==> config.mk <==
export PLATFORM = sky130hd
export DESIGN_NAME = mult_job_sequencer
export DESIGN_NICKNAME = d
export VERILOG_FILES = /design/src/rtl/mult_job_sequencer.sv
export SDC_FILE = /design/constraint.sdc
export NUM_CORES = 1
export LEC_CHECK = 0
export CAP_MARGIN = 20
export CORE_MARGIN = 3
export CORE_UTILIZATION = 50
export CTS_CLUSTER_DIAMETER = 40
export CTS_CLUSTER_SIZE = 8
export DETAILED_ROUTE_END_ITERATION = 12
export GPL_TIMING_DRIVEN = 0
export PLACE_DENSITY = 0.85
export SKIP_LAST_GASP = 1
export SLEW_MARGIN = 10
export SYNTH_ARGS = -nofsm -noshare
export SYNTH_HDL_FRONTEND = slang
export SYNTH_SLANG_ARGS = --single-unit
==> constraint.sdc <==
create_clock -name clk -period 5.4 [get_ports clk]
set_clock_uncertainty 0.2 [all_clocks]
set_input_delay 0.54 -clock clk [delete_from_list [all_inputs] [get_ports clk]]
set_output_delay 0.54 -clock clk [all_outputs]
set_load 0.03 [all_outputs]
==> src/rtl/mult_job_sequencer.sv <==
// mult_job_sequencer: drives multiply/popcount peripheral bus cycles per operand pair and streams results
module mult_job_sequencer #(
  parameter int STB_LEN  = 2,
  parameter int POLL_GAP = 4,
  parameter int POLL_MAX = 64
) (
  input  logic        clk,
  input  logic        n_reset,
  input  logic        in_valid,
  output logic        in_ready,
  input  logic [23:0] in_a,
  input  logic [23:0] in_b,
  output logic        out_valid,
  input  logic        out_ready,
  output logic [31:0] out_w,
  output logic [5:0]  out_ones,
  output logic        out_err,
  output logic [15:0] saddress,
  output logic        srd,
  output logic        swr,
  output logic [31:0] sdata_wr,
  input  logic [31:0] sdata_rd,
  output logic        busy,
  output logic [15:0] job_count
);
  localparam int CW = $clog2(STB_LEN + 1);
  localparam int GW = $clog2(POLL_GAP + 2);
  localparam int PW = $clog2(POLL_MAX + 1);
  typedef enum logic [3:0] {IDLE, WR_A1, WR_A2, WR_GO, RD_STAT, WAIT, RD_W, RD_L, OUT} state_t;
  typedef enum logic [1:0] {SETUP, STRB, HOLD} phase_t;
  state_t        state;
  phase_t        ph;
  logic [CW-1:0] cnt;
  logic [GW-1:0] gap;
  logic [PW-1:0] poll;
  logic [23:0]   b_q;
  logic          on_bus, is_rd;
  always_comb begin
    on_bus = !(state inside {IDLE, WAIT, OUT});
    is_rd  = state inside {RD_STAT, RD_W, RD_L};
  end
  always_ff @(posedge clk or negedge n_reset) begin
    if (!n_reset) begin
      state     <= IDLE;
      ph        <= SETUP;
      cnt       <= '0;
      gap       <= '0;
      poll      <= '0;
      b_q       <= '0;
      in_ready  <= 1'b1;
      out_valid <= 1'b0;
      out_w     <= '0;
      out_ones  <= '0;
      out_err   <= 1'b0;
      saddress  <= '0;
      srd       <= 1'b0;
      swr       <= 1'b0;
      sdata_wr  <= '0;
      busy      <= 1'b0;
      job_count <= '0;
    end else begin
      // shared SETUP/STRB sequencing; each state only decides what follows its HOLD
      if (on_bus && ph == SETUP) begin
        ph  <= STRB;
        cnt <= '0;
        srd <= is_rd;
        swr <= !is_rd;
      end
      if (on_bus && ph == STRB) begin
        cnt <= cnt + 1'b1;
        if (cnt == CW'(STB_LEN - 1)) begin
          ph  <= HOLD;
          srd <= 1'b0;
          swr <= 1'b0;
        end
      end
      case (state)
        IDLE: if (in_valid) begin
          b_q      <= in_b;
          in_ready <= 1'b0;
          busy     <= 1'b1;
          out_err  <= 1'b0;
          state    <= WR_A1;
          ph       <= SETUP;
          saddress <= 16'h0380;
          sdata_wr <= {8'h0, in_a};
        end
        WR_A1: if (ph == HOLD) begin
          state    <= WR_A2;
          ph       <= SETUP;
          saddress <= 16'h0388;
          sdata_wr <= {8'h0, b_q};
        end
        WR_A2: if (ph == HOLD) begin
          state    <= WR_GO;
          ph       <= SETUP;
          saddress <= 16'h03A0;
          sdata_wr <= '0;
        end
        WR_GO: if (ph == HOLD) begin
          state <= RD_STAT;
          ph    <= SETUP;
          poll  <= '0;
        end
        RD_STAT: if (ph == HOLD) begin
          poll <= poll + 1'b1;
          if (sdata_rd[1:0] == 2'b11) begin
            state    <= RD_W;
            ph       <= SETUP;
            saddress <= 16'h0390;
          end else if (poll + 1'b1 == PW'(POLL_MAX)) begin
            state     <= OUT;
            out_err   <= 1'b1;
            out_w     <= '0;
            out_ones  <= '0;
            out_valid <= 1'b1;
            busy      <= 1'b0;
          end else if (POLL_GAP == 0) begin
            ph <= SETUP;
          end else begin
            state <= WAIT;
            gap   <= '0;
          end
        end
        WAIT: begin
          gap <= gap + 1'b1;
          if (gap == GW'(POLL_GAP - 1)) begin
            state <= RD_STAT;
            ph    <= SETUP;
          end
        end
        RD_W: if (ph == HOLD) begin
          out_w    <= sdata_rd;
          state    <= RD_L;
          ph       <= SETUP;
          saddress <= 16'h0398;
        end
        RD_L: if (ph == HOLD) begin
          out_ones  <= sdata_rd[5:0];
          out_valid <= 1'b1;
          busy      <= 1'b0;
          state     <= OUT;
        end
        OUT: if (out_ready) begin
          out_valid <= 1'b0;
          job_count <= job_count + 1'b1;
          in_ready  <= 1'b1;
          state     <= IDLE;
        end
        default: state <= IDLE;
      endcase
    end
  end
endmodule

==> reports/metrics.yaml <==
setup_path:
  ff2ff_path_depth: 6
  startpoint: "poll[0]"
  crit_path_end_kind: "flip-flop"
  worstPathMaxFanout: 10
  r2r-end: "out_w[6]"
  path_class: "reg2reg"
  start_kind: "flip-flop"
  required_ns: 5.48
  regToRegSetupSlack_ns: 2.73
  r2r_start: "poll[0]"
  arrival_ns: 2.75
worst_hold_path:
  hold_class: "reg2reg"
  hp-start: "cnt[0]"
  whs_endpoint: "cnt[0]"
  hold_depth: 1
power_and_ir_drop:
  sw_frac_of_total: 0.388
  internal_power_mw: 3.17
  power.switching_mw: 2.01
  p_seq_frac: 0.309
  peakVddDrop_mv: 0.388
  power_density_nw_per_um2: 590
  pwr-share-clk: 0.251
  power_frac_comb: 0.440
  p_leak_nw: 3.77
clock_tree:
  cts-htree-levels: 4
  cts_buffers: 17
  post_cts_resized: 0
  cts.sink_count: 130
  cts-root-buf: "clkbuf_16"
  clockBufferDepth: 2
  clk_latency_ns: 0.42
  cts.clk_slew.worst_paths_ns: 0.06
  cts_setup_buffers: 0
  cts_tree: "yes"
sta:
  slew_headroom: 0.446
  setup_viol_count_final: 0
  rsz0062_at_grt: "no"
  final-max-slew-violation-count: 0
  worst_pin_slew_ns: 0.822
  finalCritPeriodShare: 0.495
  finalCriticalPeriod_ns: 2.67
  hold_violations: 0
  fmaxAchievable_mhz: 374
  tns_ns: 0
synthesis:
  synth_seq_cells: 130
  ys_seq_area_frac: 0.534
  synth_cells: 617
  syn_area_sq_um: 6100
  ys_warn_count: 0
  synth_edf_count: 0
  avgSynthCellArea_sq_um: 9.88
  synth_cell_types: 61
  ys.flop_type: "dfrtp_1"
  synthArstFlopShare: 1.00
floorplanning:
  start_util: 0.523
  core_sq_um: 11700
  die_width_um: 116
  ios: 192
  dieArea_sq_um: 13600
  num_rows: 39
  dieHeight_um: 116
drt:
  via_count: 5528
  antenna_left: 0
  drtIter0Drc: 488
  wl_per_cell_um: 17.6
  viasPerCell: 5.62
  drc_errors: 0
  dr.pass1.iters: 5
  wl_um: 17300
run:
  maxCapViolCount: 0
placement:
  portBuffers: 173
  dp_hpwl_um: 12200
  place_congestion: 0.879
  place_area_sq_um: 8100
global_route:
  grt_pass1_vias: 5612
  antenna_found_initial: 0
  grt_use_total: 0.262
  grt_pass1_wl_um: 27600
  grt_start_max_net_pins: 84
  grt.overflow.total: 0
final_layout:
  synthToLayoutAreaGrowth_pct: 44.0
  diodes: 0
  nets: 917
  stdcell_area_sq_um: 8780
  drive_gt1_frac: 0.108
  fillers: 781
outcome:
  status: "complete, no violations"
[flip-flops by register name, indices dropped and copies added (netlist names)]
register / cells
b_q: 24
busy: 1
cnt: 2
gap: 3
in_ready: 1
job_count: 16
out_err: 1
out_ones: 6
out_valid: 1
out_w: 32
ph: 2
poll: 7
saddress: 4
sdata_wr: 24
srd: 1
state: 4
swr: 1
[how the worst max path moves through the flow]
stage                             end  slack, ns  cells after the start
after global routing      sdata_wr[1]       2.47                      7
after CTS                    out_w[6]       2.73                      6
after floorplan             out_w[12]       3.19                      6
after global placement         b_q[8]      -1.35                      1
after detailed placement  sdata_wr[5]       2.43                      7
final                        out_w[6]       2.73                      6
[kinds of logic (layout without fill, tap and decap cells)]
logic type      Yosys count  in the layout  share of synthesized area
simple gates            216            216                      0.165
compound gates          143            143                      0.150
flops                   130            130                      0.534
buf+inv                  74            281                     0.0599
mux                      29             29                     0.0531
xor+xnor                 19             19                     0.0273
fa+ha+maj                 5              5                     0.0103
other cells               1             18                   0.000615
[layout by cell type, fill, tap and decap left out, drive strengths merged, types with 10 or more instances in the layout]
cell	count
o22ai	32
a21oi	34
mux2	27
nand2	101
o21ai	21
inv	13
nand3	16
nor2	44
clkdlybuf4s50	172
conb	18
xnor2	11
a22oi	25
nor3	10
clkbuf	55
buf	27
dfrtp	129
[stage by stage]
| step | power [mW] | setup WS (ns) | util | instances | hold WS (ns) |
|---|---|---|---|---|---|
| after floorplan | 2.95 | 3.19 | - | 634 | 0.0444 |
| after global placement | 3.77 | -1.35 | 0.692 | 950 | 0.260 |
| after detailed placement | 3.86 | 2.43 | 0.695 | 951 | 0.284 |
| after CTS | 5.19 | 2.73 | 0.753 | 984 | 0.293 |
| after global routing | 5.47 | 2.47 | 0.753 | 984 | 0.320 |
| final | 5.18 | 2.73 | 0.753 | 984 | 0.288 |
[power groups by stage]
stage                     logic, mW  registers [mW]  clock network (mW)
after global routing           2.47            1.64                1.36
final                          2.28            1.60                1.30
after detailed placement       2.26            1.60                   0
after CTS                      2.29            1.60                1.31
after floorplan               0.886            2.07                   0
after global placement         2.19            1.59                   0
[cell type report]
class	count	area, sq um	share of cell area
Buffer	61	317	0.0361
Inverter	13	48.8	0.00556
Sequential cell	130	3250	0.371
Multi-Input combinational cell	430	2540	0.290
Clock inverter	13	234	0.0267
Clock buffer	19	433	0.0493
Tap cell	143	179	0.0204
Timing Repair Buffer	175	1770	0.202
[critical path, cell delays in order (launching register included)]
cell      delay [ns]
dfrtp_1         0.44
ha_1            0.29
xnor2_1         0.16
nor4b_2         0.43
o2111a_1        0.41
clkbuf_1        0.42
o22ai_1         0.18
[metal layers]
metal | GRT usage | up-vias | routed length, um
met5 | 0 | - | 0
met4 | 0.102 | 0 | 401
met3 | 0.0865 | 35 | 1550
met2 | 0.437 | 256 | 8520
met1 | 0.315 | 2690 | 6800
li1 | - | 2547 | -
[cell usage after synthesis (all sizes together) (2+ instances only)]
cell type	number	area, sq um
nor3	10	55.1
xor2	8	70.1
a21oi	34	170
buf	25	181
o21a	5	37.5
mux2	27	304
a21o	2	15.0
nand4	5	31.3
and3	5	31.3
clkbuf	36	135
and2	4	25.0
nor3b	2	15.0
or4	2	18.8
o31ai	2	15.0
o21ai	21	105
xnor2	11	96.3
ha	5	62.6
nand2b	9	56.3
o211ai	2	15.0
a22oi	25	188
nor4b	3	32.5
mux2i	2	20.0
inv	13	48.8
or3	2	17.5
a21boi	2	15.0
o2111ai	2	17.5
dfrtp	129	3230
nand3	16	80.1
o41ai	3	26.3
nand3b	3	22.5
o22ai	32	200
nand2	101	379
nor2	44	168
nor4	3	25.0
nor2b	5	31.3
a31oi	3	18.8
[timing repair]
action | 4_1_cts | 5_1_grt
hold endpoints to repair | 47 | 0
hold buffers | 1 | 0
setup endpoints to repair | 0 | 0
No activity file was read; power rests on OpenSTA's default activity.
